## config.mk

```make
export PLATFORM = sky130hd
export DESIGN_NAME = mul_seq_ctrl
export DESIGN_NICKNAME = d
export VERILOG_FILES = /design/src/rtl/mul_seq_ctrl_pkg.sv /design/src/rtl/mul_shift_add_dp.sv /design/src/rtl/mul_seq_ctrl.sv
export SDC_FILE = /design/constraint.sdc
export NUM_CORES = 1
export LEC_CHECK = 0
export CAP_MARGIN = 40
export CELL_PAD_IN_SITES_DETAIL_PLACEMENT = 2
export CELL_PAD_IN_SITES_GLOBAL_PLACEMENT = 2
export CORE_AREA = 2 2 62 64
export CTS_BUF_LIST = sky130_fd_sc_hd__clkbuf_2
export CTS_CLUSTER_SIZE = 30
export DETAILED_ROUTE_END_ITERATION = 7
export DIE_AREA = 0 0 64 66
export GPL_TIMING_DRIVEN = 0
export PLACE_DENSITY_LB_ADDON = 0.1
export SLEW_MARGIN = 20
export SYNTH_ARGS = -nofsm -noshare
export SYNTH_HDL_FRONTEND = slang
export SYNTH_SLANG_ARGS = --single-unit
```

## constraint.sdc

```tcl
create_clock -name clock -period 1.8 [get_ports clock]
set_input_delay 0.36 -clock clock [delete_from_list [all_inputs] [get_ports clock]]
set_output_delay 0.36 -clock clock [all_outputs]
set_load 0.02 [all_outputs]
```

## src/rtl/mul_seq_ctrl_pkg.sv

```systemverilog
// Shared CPU definitions used by the multiply sequencer and decode.
package mul_seq_ctrl_pkg;

  // Sequencer state encoding; code 2'b11 is unused and recovers to IDLE.
  typedef enum logic [1:0] {
    ST_IDLE = 2'b00,
    ST_CALC = 2'b01,
    ST_WB   = 2'b10
  } mul_state_e;

  // Opcode that decode turns into the one-cycle start pulse.
  localparam logic [3:0] OPC_MUL = 4'b1101;

endpackage

```

## src/rtl/mul_shift_add_dp.sv

```systemverilog
// Shift-add multiply datapath: multiplicand, partial-product high half,
// and multiplier/low-half shift register. The FSM sequences it.
module mul_shift_add_dp #(
  parameter int DATA_W = 4
) (
  input  logic              clock,
  input  logic              reset,
  input  logic              i_load,
  input  logic              i_step,
  input  logic [DATA_W-1:0] op_a,
  input  logic [DATA_W-1:0] op_b,
  output logic [DATA_W-1:0] o_hi,
  output logic [DATA_W-1:0] o_lo
);

  logic [DATA_W-1:0] r_mcand;
  logic [DATA_W-1:0] r_hi;
  logic [DATA_W-1:0] r_lo;
  logic [DATA_W:0]   w_sum;

  // Conditional add of the multiplicand; the extra bit keeps the carry.
  always_comb begin
    w_sum = {1'b0, r_hi} + (r_lo[0] ? {1'b0, r_mcand} : '0);
  end

  // Operand capture on load, one add/shift per step; carry lands in hi MSB.
  always_ff @(posedge clock) begin
    if (reset) begin
      r_mcand <= '0;
      r_hi    <= '0;
      r_lo    <= '0;
    end else if (i_load) begin
      r_mcand <= op_a;
      r_hi    <= '0;
      r_lo    <= op_b;
    end else if (i_step) begin
      r_hi <= w_sum[DATA_W:1];
      r_lo <= {w_sum[0], r_lo[DATA_W-1:1]};
    end
  end

  assign o_hi = r_hi;
  assign o_lo = r_lo;

endmodule

```

## src/rtl/mul_seq_ctrl.sv

```systemverilog
// Iterative multiply sequencer: stalls the front end, runs DATA_W
// add/shift steps, then writes the product back to registers A and B.
//
//   state | meaning
//   IDLE  | waiting for start; stall mirrors start
//   CALC  | one add/shift per cycle, DATA_W cycles
//   WB    | one-cycle write-back of {hi,lo}; pipeline resumes next cycle
module mul_seq_ctrl
  import mul_seq_ctrl_pkg::*;
#(
  parameter int DATA_W = 4,
  parameter int CNT_W  = 3
) (
  input  logic              clock,
  input  logic              reset,
  input  logic              start,
  input  logic              abort,
  input  logic [DATA_W-1:0] op_a,
  input  logic [DATA_W-1:0] op_b,
  output logic              stall,
  output logic              busy,
  output logic              done,
  output logic              load_A,
  output logic              load_B,
  output logic [DATA_W-1:0] prod_lo,
  output logic [DATA_W-1:0] prod_hi
);

  mul_state_e        r_state;
  mul_state_e        w_state_nxt;
  logic [CNT_W-1:0]  r_cnt;
  logic              w_load;
  logic              w_step;
  logic              w_stall;
  logic              w_busy;
  logic              w_done;
  logic [DATA_W-1:0] w_hi;
  logic [DATA_W-1:0] w_lo;
  logic              w_last;

  assign w_last = (r_cnt == CNT_W'(DATA_W - 1));

  // State register.
  always_ff @(posedge clock) begin
    if (reset) r_state <= ST_IDLE;
    else       r_state <= w_state_nxt;
  end

  // Iteration counter: cleared on operand load, advanced per step.
  always_ff @(posedge clock) begin
    if (reset)       r_cnt <= '0;
    else if (w_load) r_cnt <= '0;
    else if (w_step) r_cnt <= r_cnt + CNT_W'(1);
  end

  // Next-state and control decode; abort suppresses write-back immediately.
  always_comb begin
    w_state_nxt = ST_IDLE;
    w_load      = 1'b0;
    w_step      = 1'b0;
    w_stall     = 1'b0;
    w_busy      = 1'b0;
    w_done      = 1'b0;
    case (r_state)
      ST_IDLE: begin
        w_stall = start;
        if (start && !abort) begin
          w_load      = 1'b1;
          w_state_nxt = ST_CALC;
        end
      end
      ST_CALC: begin
        w_stall = 1'b1;
        w_busy  = 1'b1;
        if (!abort) begin
          w_step      = 1'b1;
          w_state_nxt = w_last ? ST_WB : ST_CALC;
        end
      end
      ST_WB: begin
        w_stall = 1'b1;
        w_busy  = 1'b1;
        w_done  = !abort;
      end
      default: w_state_nxt = ST_IDLE;
    endcase
  end

  mul_shift_add_dp #(.DATA_W(DATA_W)) u_dp (
    .clock  (clock),
    .reset  (reset),
    .i_load (w_load),
    .i_step (w_step),
    .op_a   (op_a),
    .op_b   (op_b),
    .o_hi   (w_hi),
    .o_lo   (w_lo)
  );

  assign stall   = w_stall;
  assign busy    = w_busy;
  assign done    = w_done;
  assign load_A  = w_done;
  assign load_B  = w_done;
  assign prod_lo = w_done ? w_lo : '0;
  assign prod_hi = w_done ? w_hi : '0;

endmodule

```

==> flow_summary_export.csv <==
group,metric,value,unit
run_status,status,"finished, final reports clean",
die,die_area,4224,um2
synth,synth.avg_cell_area,8.424,um2
setup_path,cp-end-kind,"primary output",
grt,track_usage,15.13,%
layout,fillers,395,
sta,rsz0062_at_grt,"yes",
clocking,cts.sinks,17,
place,routabilityCongestion,0.7271,
place,place_hpwl,2020,um
power_and_ir_drop,p_per_area,494.6,nW/um2
sta,finalMaxSlewViolations,0,
layout,multiInputGateArea,623.1,um2
detailed_routing,drt-initial-drc-count,18,
detailed_routing,vias,893,
grt,antenna_found_initial,0,
setup_path,path_class,"reg2out",
synth,ys_seq_elements,17,
setup_path,critPathRequiredTime,1440,ps
power_and_ir_drop,p_clk_share,26.6,%
layout,final_util,38.94,%
clocking,cts_tree,"yes",
setup_path,crit_fanout,6,
layout,fin_cells,194,
synth,ys.flop_type,"dfxtp_1",
worst_hold_path,hold_start,"u_dp.r_mcand[2]",
sta,fmax,557.6,MHz
detailed_routing,ant_nets,0,
layout,drive_gt1_share,30.14,%
die,initial_utilization,27.52,%
synth,syn_inst,116,
sta,fin_crit,1793,ps
synth,syn_area,977.2,um2
detailed_routing,route.detailed.drc,0,
sta,worstMarginPinSlew,534.0,ps
die,die_w,64,um
synth,yosys_warnings,0,
synth,synth_top_area_cell,"dfxtp_1",
layout,stdcell_area,1383,um2
grt,grt_pass1_vias,1021,
sta,setup_violations,0,
layout,nNetsFinal,170,
die,fp.coreArea,3551,um2
power_and_ir_drop,internal_power,488.6,uW
synth,ys_seq_area_share,34.83,%
clocking,cts_buffer_depth,2,
synth,synth_top_cells_by_area,"dfxtp_1 (35%), ha_1 (13%), and2_1 (7.7%), nand2_1 (6.5%), a21oi_1 (6.1%)",
sta,finClkSkew,3.053,ps
grt,grt-ovfl-total,0,
sta,slew_headroom,64.40,%
synth,synthArstFlopShare,0,%
clocking,numCtsBuffers,3,
setup_path,arrival,1430,ps
power_and_ir_drop,vdd_drop_max,0.2435,mV
flow_run,drv_cap,0,
clocking,insertion_delay,310,ps
die,die_h,66,um
grt,grt_pass1_wl,4899,um
detailed_routing,wirelength,2701,um
clocking,ctsHoldBuffers,0,
power_and_ir_drop,pwr-share-seq,58.2,%
layout,seq_area,349.1,um2
detailed_routing,drtPass1Iterations,3,
layout,area_delta_synth_final,41.49,%
synth,synth_cell_types,24,
power_and_ir_drop,switching_share,28.55,%
synth,netlist.area_leader.share,34.83,%
power_and_ir_drop,combPwrFrac,15.2,%
die,rows,22,
synth,synth_edf_count,0,
detailed_routing,via_per_inst,4.603,
clocking,clk_pin_slew,170,ps
grt,grt_max_degree,11,
sta,whs,471.7,ps
power_and_ir_drop,power,683.8,uW
die,io-pin-count,25,
clocking,cts_root_buf,"clkbuf_2",
sta,hold_viol_final,0,
setup_path,startpoint_type,"flip-flop",
place,dp.cells,188,
place,place_area,1277,um2
synth,synth_fp_nets,139,
synth,synth_commonest_cells,"dfxtp_1 (17), nand2_1 (17), a21oi_1 (12), and2_1 (12), ha_1 (10)",
layout,insertedDiodeCount,0,
power_and_ir_drop,switching_power,195.2,uW
setup_path,startpoint,"r_state[0]",
detailed_routing,avgRoutedWirePerCell,13.92,um
power_and_ir_drop,p_leak,0.0005727,uW
sta,post-route-period-util,99.63,%
worst_hold_path,hold_path.class,"reg2reg",
clocking,htree_levels,1,
place,numPortBuffers,24,
setup_path,r2r_start,"u_dp.o_lo[0]",
what timing repair did:
item / 4_1_cts / 5_1_grt
gates resized for setup: 91 / 7
buffers inserted: 1 / 0
gates cloned: 1 / 0
setup endpoints to repair: 13 / 14
pin swaps: 7 / 1
worst max-delay path: stages (launching register included):
cell	delay [ps]
dfxtp_2	360
inv_2	70
ha_4	110
nor2b_4	190
buf_8	140
and2_4	140
buf_6	110
placed cells by master, fill, tap and decap left out, types with 2 or more instances in the layout:
| cell type | n |
|---|---|
| a21o_1 | 3 |
| a211oi_1 | 4 |
| buf_2 | 2 |
| nand2b_1 | 3 |
| and2_4 | 8 |
| nand2_1 | 17 |
| nand3_1 | 7 |
| ha_1 | 9 |
| and2_1 | 4 |
| xnor2_1 | 2 |
| dfxtp_1 | 14 |
| a311oi_2 | 2 |
| buf_6 | 11 |
| buf_4 | 5 |
| clkbuf_2 | 4 |
| a21oi_1 | 11 |
| clkdlybuf4s50_1 | 10 |
| buf_8 | 2 |
| nor2_1 | 8 |
| dfxtp_4 | 2 |
| inv_1 | 2 |
final timing paths:
kind,endpoint,slack [ps],depth (start not counted)
max,prod_lo[1],7,6
min,u_dp.r_mcand[2],470,2
min reg2reg,u_dp.r_mcand[2],470,2
max reg2reg,u_dp.o_hi[3],130,6
logic make-up after synthesis:
kind of cell	after synthesis	synth area share [%]
compound gates	22	15.11
xor+xnor	2	1.793
fa+ha+maj	11	14.85
buf+inv	10	6.146
flops	17	34.83
simple gates	54	27.27
cell type report:
class | instances | area share (%)
clock inverter | 1 | 0.3620
buffer | 7 | 4.344
inverter | 3 | 0.8145
multi-input combinational | 89 | 45.07
tap | 48 | 4.344
clock buffer | 3 | 1.086
sequential | 17 | 25.25
timing repair buffer | 26 | 18.73
metrics by stage:
| stage | setup TNS [ps] | worst slack, ps |
|---|---|---|
| finish | 0 | 6.620 |
| global route | -1088 | -116.1 |
| CTS | -176.8 | -31.27 |
| detailed placement | -9222 | -841.1 |
| global placement | -8972 | -810.8 |
| floorplan | 0 | 166.2 |
layer usage:
layer | track usage [%] | wire length [um] | up-vias
met5 | 0 | 0 | -
met4 | 3.261 | 20 | 0
met3 | 4.259 | 114 | 2
met2 | 26.82 | 1339 | 19
met1 | 18.11 | 1227 | 422
li1 | - | - | 450
registers in the layout, indices dropped and copies added (netlist names):
register / cells
u_dp.o_hi: 4
u_dp.o_lo: 4
u_dp.r_mcand: 4
r_cnt: 3
r_state: 2
power groups by stage:
| stage | registers (uW) | clock network [uW] | logic (uW) |
|---|---|---|---|
| floorplan | 405 | 0 | 57.0 |
| global placement | 407 | 0 | 102 |
| detailed placement | 408 | 0 | 105 |
| CTS | 401 | 192 | 107 |
| global route | 401 | 213 | 117 |
| finish | 398 | 182 | 104 |
Note: power is estimated with default switching activity, not from simulation.
==> patch 1: new RTL, config.mk and constraints unchanged <==
`DATA_W` is set to 4 in 2 places; all go to 6.
--- a/src/rtl/mul_shift_add_dp.sv
+++ b/src/rtl/mul_shift_add_dp.sv
@@ -1,7 +1,7 @@
 // Shift-add multiply datapath: multiplicand, partial-product high half,
 // and multiplier/low-half shift register. The FSM sequences it.
 module mul_shift_add_dp #(
-  parameter int DATA_W = 4
+  parameter int DATA_W = 6
 ) (
   input  logic              clock,
   input  logic              reset,
--- a/src/rtl/mul_seq_ctrl.sv
+++ b/src/rtl/mul_seq_ctrl.sv
@@ -8,7 +8,7 @@
 module mul_seq_ctrl
   import mul_seq_ctrl_pkg::*;
 #(
-  parameter int DATA_W = 4,
+  parameter int DATA_W = 6,
   parameter int CNT_W  = 3
 ) (
   input  logic              clock,
Interface: changed (resized op_a, op_b, prod_hi and prod_lo); port bits go from 25 to 33. The function was not compared with the original's and may differ.
==> patch 1 against the original RTL <==
  * Largest power group unchanged
  * Wire length increased to 2.9 times the old value
  * The flow now finishes with violations (negative setup slack)
  * Highest routed layer unchanged
  * Die area unchanged
  * Area after synthesis grew 39%
  * Clock power rose by 34%
  * Combinational power grew 77%
  * Sequential share of layout area is 2.3 points lower
  * Cell area is 48% higher
  * Sequential cell count grew 6
  * Setup slack got worse by 0.23 ns
  * Power grew 43%
==> patch 1: results (changes against the original RTL) <==
DR iter-0 viols 117 (+99); Hold EP u_dp.r_mcand[1]$_SDFFE_PP0N_; clk_lat worst skew 0.40 ns (+0.09 ns); proportion of layout cells with a drive suffix above 1 39.5% (+9.4 points); final setup margin -0.218 ns (-0.225 ns); first-pass GRT wire length 9940 um (+100%); sequential cell area fraction in the yosys report 34.0% (-0.82 points); total global-route track usage 33.2% (+18 points); Final setup viols 21 (+21); clk_skew 0.00540 ns (+0.00235 ns); CP Capture Type register; switching power of the nets 322 uW (+65%); clock network contribution to total cell area 0.978% (-0.47 points); final wirelength 7730 um (+190%); post-placement setup slack -1.09 ns (-0.251 ns); CP startpoint u_dp.o_lo[0]$_SDFFE_PP0P_; Hold Slack 0.487 ns (+0.0153 ns); outcome complete, but fails checks; drt first pass iters 4 (+1); post-synth cell types 31 (+29%); filler instances 340 (-14%); worst r2r path cells 7 (+1); Buffers, non-clock 53 (+61%); clock-pin slew on the worst setup and hold paths 0.25 ns (+0.08 ns); failing checks negative setup slack; Vias/cell 5.80 (+26%); FF+latch count 23 (+6)
[patch 1: cell types whose count changed after synthesis, moves of 3 or more]
cell      before  now
nor2_1         8   16
nand2b_1       3    0
nand3_1        7    3
nor3_1         1    4
and2_1        12   18
nand2_1       17   32
dfxtp_1       17   23
a311oi_1       0    5
[patch 1: logic make-up after synthesis]
logic type               after synthesis  synth area share (%)
AND/OR/NAND/NOR                       81                  29.1
AO/OA/AOI/OAI                         29                  17.2
flip-flops                            23                  34.0
buffers and inverters                 13                  5.18
adder cells (fa/ha/maj)               13                  12.6
XOR/XNOR                               3                  1.94
[patch 1: timing repair]
item	CTS	global route
setup endpoints to repair	21	22
pin swaps	9	6
gates cloned	1	0
hold buffers	0	0
resized for setup	126	23
setup buffers	7	4
[patch 1: routing by layer]
metal	share of wire, %	up-vias	GRT usage (%)	wire (um)
met5	0	-	0	0
met4	5.5	0	23.9	427
met3	5.0	31	4.77	390
met2	50	81	59.9	3900
met1	39	743	35.3	3010
li1	-	641	-	-
[patch 1: through the flow]
step | cell area (sq um) | power [uW] | setup TNS, ns | util (%)
floorplan | 1380 | 627 | 0 | -
global placement | 1760 | 689 | -13.41 | 49.4
detailed placement | 1760 | 701 | -14.73 | 49.4
CTS | 1960 | 928 | -1.68 | 55.1
global route | 2050 | 1010 | -4.44 | 57.6
finish | 2050 | 981 | -3.23 | 57.6
[patch 1: worst max-delay path, cell delays in order, from the launching register on]
cell and delay, ns:
dfxtp_4 0.43, and2_4 0.16, ha_4 0.17, fa_2 0.37
a211oi_4 0.28, nor2_2 0.10, a2111oi_4 0.33, nor4_2 0.07
==> patch 2: new RTL, config.mk and constraints unchanged <==
Made on the original files. Re-encode `mul_state_e` (3 states) as one-hot, 3 bits wide.
--- a/src/rtl/mul_seq_ctrl_pkg.sv
+++ b/src/rtl/mul_seq_ctrl_pkg.sv
@@ -2,10 +2,10 @@
 package mul_seq_ctrl_pkg;
 
   // Sequencer state encoding; code 2'b11 is unused and recovers to IDLE.
-  typedef enum logic [1:0] {
-    ST_IDLE = 2'b00,
-    ST_CALC = 2'b01,
-    ST_WB   = 2'b10
+  typedef enum logic [2:0] {
+    ST_IDLE = 3'b001,
+    ST_CALC = 3'b010,
+    ST_WB   = 3'b100
   } mul_state_e;
 
   // Opcode that decode turns into the one-cycle start pulse.
Function: same outputs for any inputs over 10 cycles, from zero or initial values and one cycle with reset high; not proved beyond that.
==> patch 2 against the original RTL <==
  * The flow now finishes with violations (negative setup slack)
  * Clock skew up 0.014 ns
  * Register-to-register slack improved by 0.02 ns
  * Maximum frequency shrank 7.4%
  * Power increased by 3.3%
  * Worst hold slack gained 0.019 ns
  * Sequential share of layout area up 0.29 points
  * Sequential power grew 7.0%
  * Area after synthesis increased by 6.0%
  * Sequential cell count up 1
  * First-iteration DRC count is 22% lower
  * Final cell count up 3.1%
  * Wire length rose by 14%
  * Critical path type unchanged
  * Setup slack got worse by 0.14 ns
  * Cell area up 4.2%
==> patch 2: results (changes against the original RTL) <==
outcome complete, but fails checks; failing checks negative setup slack; crit-path max FO 8 (+2); Inverters 6 (+3); final setup margin -0.138 ns (-0.144 ns); gp weighted congestion 0.724 (-0.45%); syn nets 141 (+1.4%); Final setup viols 12 (+12); first-pass GRT wire length 5200 um (+6.2%); dpl hpwl 2250 um (+12%); clk_lat worst skew 0.33 ns (+0.02 ns); Non-Filler Instances 200 (+3.1%); clk_skew 0.0171 ns (+0.0141 ns); drt first pass iters 4 (+1); final wirelength 3090 um (+14%); Post-CTS Setup Inserts 3 (+2); number of global-route vias before repair 1068 (+4.6%); Signal buf overhead 23.4% (+0.29 points); number of gates resized after CTS 86 (-5.5%); worst r2r path cells 7 (+1); critical path data arrival time 1.58 ns (+0.15 ns); Hold Slack 0.491 ns (+0.0189 ns); Nets 172 (+1.2%); Seq/total area 25.5% (+0.29 points); Buffers, non-clock 35 (+6.1%)
==> patch 2: cell count changes after synthesis, moves of 3 or more <==
cell      change
a21oi_1       -3
a311oi_1      +4
buf_2         +4
ha_1          -4
nor3_1        +3
o21ai_0       +5
==> patch 2: cells by family (layout without fill, tap and decap cells) <==
logic type                 Yosys count  count (layout)  synth area share (%)
AOI/OAI and AO/OA                   26              26                  16.4
xor gates and xnor gates             3               3                  2.54
adders and majority gates            7               7                  9.18
buffers and inverters               15              45                  7.37
DFF                                 18              18                  34.8
and+or+nand+nor                     53              53                  29.7
==> patch 2: per-layer routing <==
metal  vias up  part of all wire, %  global-route usage (%)
li1        482                    -                       -
met1       480                   45                    19.7
met2        15                   52                    29.7
met3         5                  2.2                    2.39
met4         0                  1.2                    4.89
met5         -                    0                       0
==> patch 2: critical path, stage by stage, from the launching register on <==
cell and delay, ns:
dfxtp_4 0.42, nor4b_4 0.38, buf_4 0.21, and2_4 0.14, buf_6 0.10
